===== config.mk =====
export PLATFORM = sky130hd
export DESIGN_NAME = lcd_text_engine
export DESIGN_NICKNAME = d
export VERILOG_FILES = /design/src/rtl/lcd_pkg.sv /design/src/rtl/lcd_bus_writer.sv /design/src/rtl/lcd_text_engine.sv
export SDC_FILE = /design/constraint.sdc
export NUM_CORES = 1
export LEC_CHECK = 0
export ABC_AREA = 0
export BUFFER_PORTS_ARGS = -buffer_cell sky130_fd_sc_hd__buf_2
export CAP_MARGIN = 20
export CORE_ASPECT_RATIO = 0.8
export CORE_MARGIN = 4
export CORE_UTILIZATION = 30
export DETAILED_ROUTE_END_ITERATION = 6
export SLEW_MARGIN = 20
export SYNTH_ARGS = -nofsm -noshare
export SYNTH_HDL_FRONTEND = slang
export SYNTH_SLANG_ARGS = --single-unit

===== constraint.sdc =====
create_clock -name iCLK -period 4.9 [get_ports iCLK]
set_input_delay 1.47 -clock iCLK [delete_from_list [all_inputs] [get_ports iCLK]]
set_output_delay 1.47 -clock iCLK [all_outputs]
set_load 0.05 [all_outputs]

===== src/rtl/lcd_pkg.sv =====
// Shared types and constants for the HD44780 character-LCD frame engine.
package lcd_pkg;

  // Sequencing FSM of the frame engine.
  typedef enum logic [2:0] {
    StPwrWait,
    StInit,
    StIdle,
    StAddr,
    StChar,
    StFrameEnd
  } lcd_state_e;

  // Byte-slot phases of the bus writer.
  typedef enum logic [1:0] {
    WrIdle,
    WrSetup,
    WrStrobe,
    WrGap
  } lcd_wr_state_e;

  localparam logic [7:0] FUNC_SET   = 8'h38;
  localparam logic [7:0] DISP_ON    = 8'h0C;
  localparam logic [7:0] CLEAR      = 8'h01;
  localparam logic [7:0] ENTRY_MODE = 8'h06;
  localparam logic [7:0] SET_DDRAM  = 8'h80;

  localparam logic [7:0] ROW_BASE_LO = 8'h00;
  localparam logic [7:0] ROW_BASE_HI = 8'h40;

  // Power-on command list, sent in index order.
  function automatic logic [7:0] init_cmd(input logic [1:0] idx);
    logic [7:0] cmd;
    unique case (idx)
      2'd0:    cmd = FUNC_SET;
      2'd1:    cmd = DISP_ON;
      2'd2:    cmd = CLEAR;
      default: cmd = ENTRY_MODE;
    endcase
    return cmd;
  endfunction

  // DDRAM start address of a row; rows 2/3 continue the lines of rows 0/1.
  function automatic logic [7:0] row_base(input logic [1:0] row, input logic [7:0] cols);
    logic [7:0] base;
    unique case (row)
      2'd0:    base = ROW_BASE_LO;
      2'd1:    base = ROW_BASE_HI;
      2'd2:    base = ROW_BASE_LO + cols;
      default: base = ROW_BASE_HI + cols;
    endcase
    return base;
  endfunction

endpackage


===== src/rtl/lcd_bus_writer.sv =====
// Single-byte LCD bus writer: latches a byte, strobes LCD_EN for CLK_DIV cycles,
// then waits the command or clear gap before pulsing oDone.
module lcd_bus_writer
  import lcd_pkg::*;
#(
  parameter int unsigned CLK_DIV = 16,
  parameter int unsigned CMD_DLY = 2500,
  parameter int unsigned CLR_DLY = 100000
) (
  input  logic       iCLK,
  input  logic       iRST_N,
  input  logic       iStart,
  input  logic [7:0] iData,
  input  logic       iRS,
  input  logic       iGap,
  output logic       oDone,
  output logic [7:0] LCD_DATA,
  output logic       LCD_RS,
  output logic       LCD_RW,
  output logic       LCD_EN
);

  localparam logic [31:0] StrobeLast = 32'(CLK_DIV - 1);
  localparam logic [31:0] CmdLast    = 32'(CMD_DLY - 1);
  localparam logic [31:0] ClrLast    = 32'(CLR_DLY - 1);

  lcd_wr_state_e st_q, st_d;
  logic [31:0]   cnt_q, cnt_d;
  logic [7:0]    data_q, data_d;
  logic          rs_q, rs_d;
  logic          gap_q, gap_d;
  logic          en_q, en_d;
  logic          done_q, done_d;

  // Slot sequencing: setup cycle, EN strobe, idle gap, done pulse.
  always_comb begin
    st_d   = st_q;
    cnt_d  = cnt_q;
    data_d = data_q;
    rs_d   = rs_q;
    gap_d  = gap_q;
    en_d   = en_q;
    done_d = 1'b0;
    unique case (st_q)
      WrIdle: begin
        if (iStart) begin
          data_d = iData;
          rs_d   = iRS;
          gap_d  = iGap;
          st_d   = WrSetup;
        end
      end
      WrSetup: begin
        en_d  = 1'b1;
        cnt_d = StrobeLast;
        st_d  = WrStrobe;
      end
      WrStrobe: begin
        if (cnt_q == 32'd0) begin
          en_d  = 1'b0;
          cnt_d = gap_q ? ClrLast : CmdLast;
          st_d  = WrGap;
        end else begin
          cnt_d = cnt_q - 32'd1;
        end
      end
      WrGap: begin
        if (cnt_q == 32'd0) begin
          done_d = 1'b1;
          st_d   = WrIdle;
        end else begin
          cnt_d = cnt_q - 32'd1;
        end
      end
      default: st_d = WrIdle;
    endcase
  end

  // Slot state and pin registers.
  always_ff @(posedge iCLK or negedge iRST_N) begin
    if (!iRST_N) begin
      st_q   <= WrIdle;
      cnt_q  <= 32'd0;
      data_q <= 8'h00;
      rs_q   <= 1'b0;
      gap_q  <= 1'b0;
      en_q   <= 1'b0;
      done_q <= 1'b0;
    end else begin
      st_q   <= st_d;
      cnt_q  <= cnt_d;
      data_q <= data_d;
      rs_q   <= rs_d;
      gap_q  <= gap_d;
      en_q   <= en_d;
      done_q <= done_d;
    end
  end

  assign oDone    = done_q;
  assign LCD_DATA = data_q;
  assign LCD_RS   = rs_q;
  assign LCD_RW   = 1'b0;
  assign LCD_EN   = en_q;

endmodule


===== src/rtl/lcd_text_engine.sv =====
// ROWS x COLS character-LCD frame engine: power-on init, then whole-frame writes
// from a snapshot of iDATA on request. Optional periodic refresh: LCD_AUTO_REFRESH_EN.
module lcd_text_engine
  import lcd_pkg::*;
#(
  parameter int unsigned ROWS        = 4,
  parameter int unsigned COLS        = 20,
  parameter int unsigned CLK_DIV     = 16,
  parameter int unsigned CMD_DLY     = 2500,
  parameter int unsigned CLR_DLY     = 100000,
  parameter int unsigned PWR_DLY     = 1000000,
  parameter int unsigned REFRESH_DLY = 5000000
) (
  input  logic                   iCLK,
  input  logic                   iRST_N,
  input  logic [ROWS*COLS*8-1:0] iDATA,
  input  logic                   iUPDATE,
  output logic                   oBUSY,
  output logic                   oDONE,
  output logic [7:0]             LCD_DATA,
  output logic                   LCD_RS,
  output logic                   LCD_RW,
  output logic                   LCD_EN
);

  localparam int unsigned FrameBits = ROWS * COLS * 8;
  localparam logic [31:0] PwrLast   = 32'(PWR_DLY - 1);
  localparam logic [5:0]  ColLast   = 6'(COLS - 1);
  localparam logic [1:0]  RowLast   = 2'(ROWS - 1);

  lcd_state_e           state_q, state_d;
  logic                 issued_q, issued_d;
  logic [1:0]           init_idx_q, init_idx_d;
  logic [31:0]          pwr_cnt_q, pwr_cnt_d;
  logic [1:0]           row_q, row_d;
  logic [5:0]           col_q, col_d;
  logic                 pending_q, pending_d;
  logic [FrameBits-1:0] frame_q, frame_d;
`ifdef LCD_AUTO_REFRESH_EN
  localparam logic [31:0] RefreshLast = 32'(REFRESH_DLY - 1);
  logic [31:0]          refresh_q, refresh_d;
`else
  // Periodic refresh is compiled out; REFRESH_DLY has no effect in this build.
  if (REFRESH_DLY == 0) begin : g_refresh_off
  end
`endif

  logic                 wr_start, wr_rs, wr_gap, wr_done;
  logic [7:0]           wr_data;
  logic [31:0]          char_idx;
  logic [FrameBits-1:0] frame_shift;

  // Select the snapshot byte for the current row/column.
  always_comb begin
    char_idx    = 32'(row_q) * COLS + 32'(col_q);
    frame_shift = frame_q >> (char_idx * 32'd8);
  end

  // Byte presented to the writer; one start per byte-state visit.
  always_comb begin
    wr_data  = 8'h00;
    wr_rs    = 1'b0;
    wr_gap   = 1'b0;
    wr_start = 1'b0;
    unique case (state_q)
      StInit: begin
        wr_data  = init_cmd(init_idx_q);
        wr_gap   = (init_idx_q == 2'd2);
        wr_start = !issued_q;
      end
      StAddr: begin
        wr_data  = SET_DDRAM | row_base(row_q, 8'(COLS));
        wr_start = !issued_q;
      end
      StChar: begin
        wr_data  = frame_shift[7:0];
        wr_rs    = 1'b1;
        wr_start = !issued_q;
      end
      default: ;
    endcase
  end

  // Sequencing FSM, pending-request capture and row/column stepping.
  always_comb begin
    state_d    = state_q;
    issued_d   = issued_q;
    init_idx_d = init_idx_q;
    pwr_cnt_d  = pwr_cnt_q;
    row_d      = row_q;
    col_d      = col_q;
    pending_d  = pending_q;
    frame_d    = frame_q;
`ifdef LCD_AUTO_REFRESH_EN
    refresh_d  = refresh_q;
`endif
    // Requests arriving while busy coalesce into one pending frame.
    if (iUPDATE) pending_d = 1'b1;
    if (wr_start) issued_d = 1'b1;
    unique case (state_q)
      StPwrWait: begin
        if (pwr_cnt_q == PwrLast) begin
          state_d    = StInit;
          init_idx_d = 2'd0;
          issued_d   = 1'b0;
        end else begin
          pwr_cnt_d = pwr_cnt_q + 32'd1;
        end
      end
      StInit: begin
        if (wr_done) begin
          issued_d = 1'b0;
          if (init_idx_q == 2'd3) state_d = StIdle;
          else init_idx_d = init_idx_q + 2'd1;
        end
      end
      StIdle: begin
`ifdef LCD_AUTO_REFRESH_EN
        if (refresh_q == RefreshLast) pending_d = 1'b1;
        else refresh_d = refresh_q + 32'd1;
`endif
        if (iUPDATE || pending_q) begin
          frame_d   = iDATA;
          pending_d = 1'b0;
          row_d     = 2'd0;
          issued_d  = 1'b0;
          state_d   = StAddr;
`ifdef LCD_AUTO_REFRESH_EN
          refresh_d = 32'd0;
`endif
        end
      end
      StAddr: begin
        if (wr_done) begin
          issued_d = 1'b0;
          col_d    = 6'd0;
          state_d  = StChar;
        end
      end
      StChar: begin
        if (wr_done) begin
          issued_d = 1'b0;
          if (col_q == ColLast) begin
            if (row_q == RowLast) begin
              state_d = StFrameEnd;
            end else begin
              row_d   = row_q + 2'd1;
              state_d = StAddr;
            end
          end else begin
            col_d = col_q + 6'd1;
          end
        end
      end
      StFrameEnd: state_d = StIdle;
      default:    state_d = StPwrWait;
    endcase
  end

  // Engine state registers; reset restarts the whole power-on sequence.
  always_ff @(posedge iCLK or negedge iRST_N) begin
    if (!iRST_N) begin
      state_q    <= StPwrWait;
      issued_q   <= 1'b0;
      init_idx_q <= 2'd0;
      pwr_cnt_q  <= 32'd0;
      row_q      <= 2'd0;
      col_q      <= 6'd0;
      pending_q  <= 1'b0;
      frame_q    <= '0;
`ifdef LCD_AUTO_REFRESH_EN
      refresh_q  <= 32'd0;
`endif
    end else begin
      state_q    <= state_d;
      issued_q   <= issued_d;
      init_idx_q <= init_idx_d;
      pwr_cnt_q  <= pwr_cnt_d;
      row_q      <= row_d;
      col_q      <= col_d;
      pending_q  <= pending_d;
      frame_q    <= frame_d;
`ifdef LCD_AUTO_REFRESH_EN
      refresh_q  <= refresh_d;
`endif
    end
  end

  assign oBUSY = !((state_q == StIdle) && !pending_q);
  assign oDONE = (state_q == StFrameEnd);

  lcd_bus_writer #(
    .CLK_DIV (CLK_DIV),
    .CMD_DLY (CMD_DLY),
    .CLR_DLY (CLR_DLY)
  ) u_writer (
    .iCLK     (iCLK),
    .iRST_N   (iRST_N),
    .iStart   (wr_start),
    .iData    (wr_data),
    .iRS      (wr_rs),
    .iGap     (wr_gap),
    .oDone    (wr_done),
    .LCD_DATA (LCD_DATA),
    .LCD_RS   (LCD_RS),
    .LCD_RW   (LCD_RW),
    .LCD_EN   (LCD_EN)
  );

endmodule


# == After elaboration in Yosys (flattened, before gate mapping) ==
# Cells that the tools add are included.
# totals
regBits,733
latchBits,0
ramBits,0
mem_bits_ro,0
inputBits,643
out_inout_bits,13
wordCells,128
mem_count,0
# op_classes
n_addsub,6
n_mul,1
div,0
n_lt_le_gt_ge,0
n_eq_ne,30
n_shift,1
n_mux,48
bitwise_logic,1
reduce_logical,26
# ops
op,count
$shr A640 B11 Y8,1
$pmux W32 S3,1
$mux W32,2
$add A32 B1 Y32 const B,1
$eq A32 B20 Y1 const B,1
$logic_not A32 Y1,1
$sub A32 B1 Y32 const B,1
$mux W3,8
$pmux W8 S3,1
$pmux W7 S3,1
$mux W2,10
$mux W6,3
$pmux W3 S6,1
$pmux W6 S3,1
$mux W17,1
$ne A2 B2 Y1 const B,8
$mux W1,13
$eq A2 B2 Y1 const B,6
$ne A2 B1 Y1 const B,6
$pmux W6 S2,1
$reduce_and A2 Y1,5
$add A7 B6 Y8,1
$pmux W2 S2,2
$pmux W2 S4,1
other kinds (23),36

# == Depth between registers and ports, before layout ==
# Gate-level depths: netlist (run 1).
# depth
depth_word,6
mapped_depth,11
ltp_nobuf,9

# == Modules after synthesis ==
# Synthesis (run 1) repeated with hierarchy kept, for this count alone.
# unflattened
cells_unflattened,2287
area_unflattened_um2,34023.9
# by_module_without_submodules
module,n_inst,cells_each,area_each_um2,seq_area_each_um2
lcd_text_engine,1,2026,31395.1,17191.5
lcd_bus_writer,1,261,2628.8,1151.1

# == Worst setup path before layout (run 1) ==
# Ideal clock, no wire load.
# synth_timing
kind,register -> output
start,reg state_q[1]
end,out oDONE
t_arrival_ps,1784
required_time_ps,3430
path_slack_ps,1646
stages_incl_launch_ff,4
n_path_buf,2
cell_sequence,dfrtp_1 > buf_2 > buf_1 > nor3_1
# synth_between
elab_chain_cells,1
# synth_rtl
element,line_no,text
from (decl),lcd_text_engine.sv:31,"lcd_state_e state_q, state_d;"
from (signal assigned),lcd_text_engine.sv:163,state_q <= StPwrWait;
from (signal assigned),lcd_text_engine.sv:175,state_q <= state_d;
$eq A3 B3 Y1,lcd_text_engine.sv:190,assign oDONE = (state_q == StFrameEnd);
to (decl),lcd_text_engine.sv:19,"output logic oDONE,"
# Every way passes these cells.

# == Final worst setup path (run 1) ==
# layout_timing
start,reg state_q[0]
end,out oDONE
# The elaborated chain is that of the path after synthesis.

==> results of run 1 <==
==> critical path: cells and delay by family (launching register included) <==
kind | cells | cell delay (ns)
buffers and inverters | 2 | 0.62
flip-flops | 1 | 0.54
AND/OR/NAND/NOR | 1 | 0.74
==> layout by cell type, fill, tap and decap left out, types with 9 or more instances in the layout <==
cell         n
nor4_1      15
a22oi_1     65
o21ai_0     41
xor2_1      16
clkbuf_16   81
clkbuf_8    18
mux2i_1      9
nand4_1     15
inv_1       22
mux4_2     160
and3_1      11
or4_1        9
a21oi_1     25
nor2_1      70
dfrtp_1    731
buf_2      653
buf_4       47
buf_12      18
a31oi_1      9
mux2_2     645
nand2_1     73
clkinv_2    13
xnor2_1     32
or3_1       14
diode_2     35
nor3_1      19
ha_1        20
nand3_1     31
o22ai_1      9
clkbuf_1    10
==> state kept, by name, indices dropped and copies added (netlist names), 2 cells and up <==
signal / flops
init_idx_q: 2
col_q: 6
u_writer.LCD_DATA: 8
u_writer.st_q: 2
row_q: 2
state_q: 3
frame_q: 640
u_writer.cnt_q: 32
pwr_cnt_q: 32
==> metrics by stage <==
step,instances,cell area (µm²)
4_1_cts,4511,41800
6_report,4547,41900
2_1_floorplan,2297,33700
3_5_place_dp,4366,39000
3_3_place_gp,4365,39000
5_1_grt,4533,41900
==> final timing paths <==
path	endpoint	from	slack, ns
setup / recovery	oDONE	state_q[0]$_DFFE_PN0P_	0.88
hold / removal	pwr_cnt_q[31]$_DFFE_PN0P_	pwr_cnt_q[31]$_DFFE_PN0P_	0.47
setup reg to reg	u_writer.LCD_DATA[0]$_DFFE_PN0P_	row_q[0]$_DFFE_PN0P_	0.93
hold reg to reg	pwr_cnt_q[31]$_DFFE_PN0P_	pwr_cnt_q[31]$_DFFE_PN0P_	0.47
max in group asynchronous	frame_q[87]$_DFFE_PN0P_	iRST_N	2.93
min in group asynchronous	frame_q[151]$_DFFE_PN0P_	iRST_N	0.83
==> layout make-up <==
type | instances | area, µm²
clock buffers | 109 | 2310
inverters | 22 | 82.6
fillers | 10700 | 69000
flip-flops and latches | 733 | 18400
diodes | 35 | 87.6
multi-input cells | 1394 | 14700
repair buffers | 720 | 4020
well taps | 1498 | 1870
clock inverters | 36 | 505
==> cell families (layout without fill, tap and decap cells) <==
| family | Yosys count | count (layout) | synth area share (%) |
|---|---|---|---|
| fa+ha+maj | 22 | 22 | 0.840 |
| mux | 814 | 814 | 32.6 |
| flops | 733 | 733 | 54.5 |
| compound gates | 200 | 200 | 4.12 |
| xor+xnor | 49 | 49 | 1.27 |
| simple gates | 308 | 308 | 4.68 |
| buf+inv | 170 | 887 | 2.03 |
| other cells | 1 | 36 | 0.0111 |
==> power groups by stage <==
stage	Clock (µW)	Sequential [µW]	Combinational (µW)
finish	6370	6050	431
global route	6810	6050	488
CTS	6570	6050	449
detailed placement	0	6160	447
global placement	0	6160	446
floorplan	0	6170	8.04
==> routing by layer <==
layer / track usage [%] / up-vias / routed length [µm]
met5: 0 / - / 366
met4: 4.68 / 56 / 2080
li1: - / 9965 / -
met2: 28.6 / 612 / 50700
met3: 6.62 / 172 / 8980
met1: 22.7 / 11500 / 44100
==> summary.md, run 1 <==
| Metric | Value |
|---|---|
| Status | completed |
| Number of flops mapped to enable cells by yosys | 0 |
| TritonCTS clock tree | done |
| H-tree Lvls | 3 |
| Leakage | about 0.021 µW |
| DR pass1 iterations | 5 |
| WL final | about 110 mm |
| Area grow syn2layout | 24.5% |
| Final GP Congestion | roughly 0.86 |
| # rows | between 100 and 150 |
| TritonCTS Buffers | 80 |
| Initial antenna violation count | 74 |
| Iter 0 DRT Violations | 1386 |
| Asr flop ratio synth | between 90% and 100% |
| Clk Latency, worst-skew pair | approximately 0.65 ns |
| First-pass GRT wire length | 155 mm |
| Max transition margin | between 20% and 30% |
| Dpl ws | roughly 1.0 ns |
| CORE AREA | approximately 110000 µm² |
| Final Hold Vio Count | 0 |
| Crit-path max FO | 11 |
| Global Route Usage Sum | between 10% and 20% |
| Worst path slowest cell | nor3_1 |
| Worst R2R Path Depth | 9 |
| Clock Path Buffers | 3 |
| Via count | 22300 |
| Crit. End Element | output pin |
| Share of cells above drive strength 1 | ~56% |
| Post-synthesis sequential area ratio | between 50% and 60% |
| I/O Buffers | around 650 |
| Post-synth top area share | 54.5% |
| Reg power frac | a little under half |
| Hold Slack | 0.472 ns |
| Power Dens Cells | 307 nW/µm² |
| # Post-CTS Setup Buffers | 0 |
| Critical Path, Cell by Cell | inv_1, nor3_1, buf_2 |
| Combinational Power Share | about 3.4% |
| Clock Skew | 0.0326 ns |
| CP max stage delay | about 0.74 ns |
| # IOs | around 660 |
| Vias per cell | between 4 and 5 |
| Synth Area per Inst | 14.7 µm² |
| CTS Sinks | about 730 |
| Post-synth top cells | dfrtp_1 (733), mux2_2 (645), mux4_2 (160) |
| Max Freq | about 0.25 GHz |
| Mapped Nets | ~3000 |
| Worst slew pin tran | around 1.2 ns |
| Synth area leaders | dfrtp_1 (54%), mux2_2 (22%), mux4_2 (11%), a22oi_1 (1.4%), clkbuf_1 (1.2%) |
| Required time of the critical path | 3.43 ns |
| Max_cap viols | 0 |
| Synth unique cells | 70 |
| Worst setup margin | between 0.8 and 0.9 ns |
| Hold Crit Class | flip-flop to flip-flop |
| Setup repair after global routing missed its margin | false |
| Cell taking the most area after synthesis | dfrtp_1 |
| Setup TNS | 0 ns |
| Startpoint types | flip-flop |
| Vias in the first global route | ~24000 |
| Arr. time, crit path | roughly 2.6 ns |
| Tot Pwr | 12900 µW |
| Cell depth of the worst hold path | 1 |
| Synthesized area | 33700 µm² |
| Final Core Density | between 30% and 40% |
| Hpwl dp | between 80 and 90 mm |
| Final net count | 3616 |
| Min Tclk post-route | approximately 4.0 ns |
| Die height | 308 µm |
| Synthesized instance count | between 2000 and 2500 |
| Most common cell in the netlist | dfrtp_1 |
| Primary FF master, synth | dfrtp_1 |
| Count of final max-slew check failures | 0 |
| Kind of critical path | flip-flop to output pin |
| Die X | approximately 380 µm |
| Synth warn | 0 |
| PostCTS Resize Cnt | 0 |
| Die ar. | between 100000 and 150000 µm² |
| Hold_buf cts | 0 |
| Switching pwr | slightly below 3000 µW |
| Int Power | slightly below 10000 µW |
| Worst vdd rail ir drop | 0.252 mV |
| Post-route DRC | 0 |
| ANT nets after route | 0 |
| Sw Ratio | approximately 23% |
| CTS root buf | clkbuf_16 |
| Post-route clock period utilization | between 80% and 90% |
| Starting Density | between 30% and 40% |
| Clock Power Share | 49.6% |
| Final setup violating endpoints | 0 |
| Register bit total from synthesis | 733 |
| Largest net degree at the start of global routing | 106 |
| Grt total ovfl | 0 |
| Routed WL per cell | approximately 23 µm |
| Clk pin slew, worst setup/hold paths | around 0.06 ns |
Power figures use the tool's default switching activity.
==> inputs of run 2 (changes only) <==
--- a/config.mk
+++ b/config.mk
@@ -5,7 +5,7 @@
 export SDC_FILE = /design/constraint.sdc
 export NUM_CORES = 1
 export LEC_CHECK = 0
-export ABC_AREA = 0
+export ABC_AREA = 1
 export BUFFER_PORTS_ARGS = -buffer_cell sky130_fd_sc_hd__buf_2
 export CAP_MARGIN = 20
 export CORE_ASPECT_RATIO = 0.8
==> constraint.sdc (replaced) <==
create_clock -name iCLK -period 3.48 [get_ports iCLK]
set_input_delay 1.044 -clock iCLK [delete_from_list [all_inputs] [get_ports iCLK]]
set_output_delay 1.044 -clock iCLK [all_outputs]
set_load 0.05 [all_outputs]
==> summary.md, run 2 <==
| Metric | Value |
|---|---|
| Status | completed |
| H-tree Lvls | 3 |
| Setup TNS | 0 ns |
| Clk Latency, worst-skew pair | 0.71 ns |
| Initial antenna violation count | 9 |
| Simple-gate share of the synthesized area | a little under a quarter |
| Starting Density | between 30% and 40% |
| CP endpoint | u_writer.LCD_DATA[7]$_DFFE_PN0P_ |
| # rows | 114 |
| Clk pin slew, worst setup/hold paths | ~0.060 ns |
| Vias per cell | just under 5 |
| Kind of critical path | flip-flop to flip-flop |
| Register bit total from synthesis | approximately 730 |
| Worst R2R Path Depth | 14 |
| Synth Area per Inst | 7.95 µm² |
| Critical path startpoint | row_q[0]$_DFFE_PN0P_ |
| Max_cap viols | 0 |
| I/O Buffers | 654 |
| RR Startpoint | row_q[0]$_DFFE_PN0P_ |
| Most frequent cells in the layout | nand2_1 (784), dfrtp_1 (731), nor2_1 (662), buf_2 (653), inv_1 (581) |
| Clock Skew | 0.0298 ns |
| Max Freq | between 0.3 and 0.4 GHz |
| Post-synth top area share | 50.1% |
| Cell taking the most area after synthesis | dfrtp_1 |
| Post-route DRC | 0 |
| Synth area leaders | dfrtp_1 (50%), nand2_1 (8.0%), a21oi_1 (7.2%), nor2_1 (6.8%), nand3_1 (6.5%) |
| Area grow syn2layout | 22.5% |
| Number of flops mapped to enable cells by yosys | 0 |
| TritonCTS Buffers | 85 |
| Worst vdd rail ir drop | 0.297 mV |
| Mapped Nets | ~5300 |
| Synthesized area | approximately 37000 µm² |
| Synth warn | 0 |
| Vias in the first global route | about 33000 |
| Arr. time, crit path | just under 4 ns |
| Final net count | 5839 |
| Asr flop ratio synth | between 90% and 100% |
| Die X | between 300 and 400 µm |
| # Post-CTS Setup Buffers | 0 |
| Xor/xnor cell area share of the yosys netlist | roughly 1.2% |
| Final setup violating endpoints | 0 |
| Hold_buf cts | 0 |
| Die height | about 320 µm |
| Leakage | approximately 0.024 µW |
| ANT nets after route | 0 |
| Final Hold Vio Count | 0 |
| PostCTS Resize Cnt | 0 |
| Synth unique cells | between 40 and 50 |
| WL final | 135 mm |
| Count of final max-slew check failures | 0 |
| Largest net degree at the start of global routing | about 120 |
| Max reg flops | between 600 and 700 |
| Grt total ovfl | 0 |
| DR pass1 iterations | 6 |
| Global Route Usage Sum | 20.7% |
| Crit. End Element | flip-flop |
| Largest family of logic cells by synthesized area | simple AND/OR/NAND/NOR gates |
| Crit-path max FO | 40 |
| Hold Crit Class | primary input to async pin |
| CORE AREA | between 100000 and 150000 µm² |
| Post-route clock period utilization | ~93% |
| Share of cells above drive strength 1 | between 20% and 30% |
| TritonCTS clock tree | done |
| Adder-Cell Fraction of Synth Area | less than 1% |
| Min Tclk post-route | 3.25 ns |
| Hpwl dp | about 100 mm |
| Worst slew pin tran | around 1.1 ns |
| Post-synth top cells | nand2_1 (785), dfrtp_1 (733), nor2_1 (662) |
| Power Dens Cells | just over 400 nW/µm² |
| Clock Path Buffers | 3 |
| First-pass GRT wire length | 202 mm |
| R2r setup slk | approximately 0.23 ns |
| Commonest non-fill, non-tap cell in the layout | nand2_1 |
| Routed WL per cell | slightly below 20 µm |
| Final GP Congestion | roughly 0.88 |
| CTS Sinks | 733 |
| Synthesized instance count | between 4000 and 5000 |
| Register name with the most flops | frame_q |
| Die ar. | 128000 µm² |
| Most common cell in the netlist | nand2_1 |
| Startpoint types | flip-flop |
| Crit Reg-Reg Endpoint | u_writer.LCD_DATA[7]$_DFFE_PN0P_ |
| CTS root buf | clkbuf_16 |
| Tot Pwr | ~19000 µW |
| Iter 0 DRT Violations | 2989 |
| Required time of the critical path | slightly above 4 ns |
| Mux contribution to synthesized area | under 10% |
| Max transition margin | around 28% |
| Post-synthesis sequential area ratio | about 50% |
| Via count | roughly 33000 |
| Synth Area in Compound Gates | 11.0% |
| Setup repair after global routing missed its margin | false |
| Biggest regs | frame_q x640, pwr_cnt_q x32, u_writer.cnt_q x32 |
| # IOs | 656 |
| Primary FF master, synth | dfrtp_1 |
-- run 2: cell count changes after synthesis, moves of 31 or more --
cell,change
o21ai_0,+109
nor2_1,+591
o211ai_1,+33
mux4_2,-160
xor2_1,+33
xnor2_1,-31
inv_1,+560
a22oi_1,-65
nand3_1,+444
a21oi_1,+501
buf_2,+120
mux2_2,-496
nand2_1,+712
-- run 2: layout make-up --
cell class / count / area [µm²]
sequential: 733 / 18400
clock inverter: 26 / 413
fill: 12700 / 76100
timing repair buffer: 761 / 4560
multi-input combinational: 3001 / 14800
clock buffer: 122 / 2460
tap: 1624 / 2030
inverter: 592 / 2240
antenna: 7 / 17.5
-- run 2: kinds of logic after synthesis --
| family | Yosys count |
|---|---|
| compound gates | 766 |
| flops | 733 |
| other cells | 1 |
| fa+ha+maj | 22 |
| simple gates | 2012 |
| xor+xnor | 51 |
| mux | 149 |
| buf+inv | 870 |
-- run 2: how the worst min path moves through the flow --
stage,end,slack [ns],depth (start not counted)
2_1_floorplan,col_q[5]$_DFFE_PN0P_,0.46,1
3_3_place_gp,u_writer.LCD_RS$_DFFE_PN0P_,0.47,2
3_5_place_dp,u_writer.LCD_RS$_DFFE_PN0P_,0.47,2
4_1_cts,frame_q[258]$_DFFE_PN0P_,0.36,1
5_1_grt,frame_q[258]$_DFFE_PN0P_,0.39,1
6_report,frame_q[258]$_DFFE_PN0P_,0.39,1
-- run 2: through the flow --
step	util [%]	cells	hold WS, ns	setup slack [ns]	instance area, µm²
2_1_floorplan	-	4604	0.459	1.17	36600
3_3_place_gp	34.7	6711	0.465	0.257	42000
3_5_place_dp	34.7	6711	0.466	0.238	42000
4_1_cts	37.1	6859	0.362	0.213	44900
5_1_grt	37.1	6859	0.388	0.0622	44900
6_report	37.1	6866	0.389	0.231	44900
-- run 2: worst max-delay path, cell delays in order, from the launching register on --
cell and delay [ns]:
dfrtp_1 0.45, ha_4 0.19, inv_1 0.07, fa_2 0.63
inv_2 0.75, nand3_1 0.24, nand2_1 0.25, nand2_1 0.09
nand2_1 0.11, inv_1 0.05, nand2_1 0.06, nand2_1 0.06
nand2_1 0.07, nand2_1 0.07, nand2_1 0.06
-- run 2: power breakdown --
| group | switching, µW | internal, µW | total, µW |
|---|---|---|---|
| Clock | 3850 | 5520 | 9370 |
| Combinational | 410 | 295 | 705 |
| Sequential | 0.0000000000000166 | 8520 | 8520 |
| Total | 4260 | 14300 | 18600 |
-- run 2: layer usage --
layer / wire, µm / vias up / global-route usage, %
li1: - / 15900 / -
met1: 59700 / 15900 / 28.4
met2: 63000 / 1041 / 33.5
met3: 9380 / 159 / 4.23
met4: 3350 / 6 / 5.56
met5: 47 / - / 0
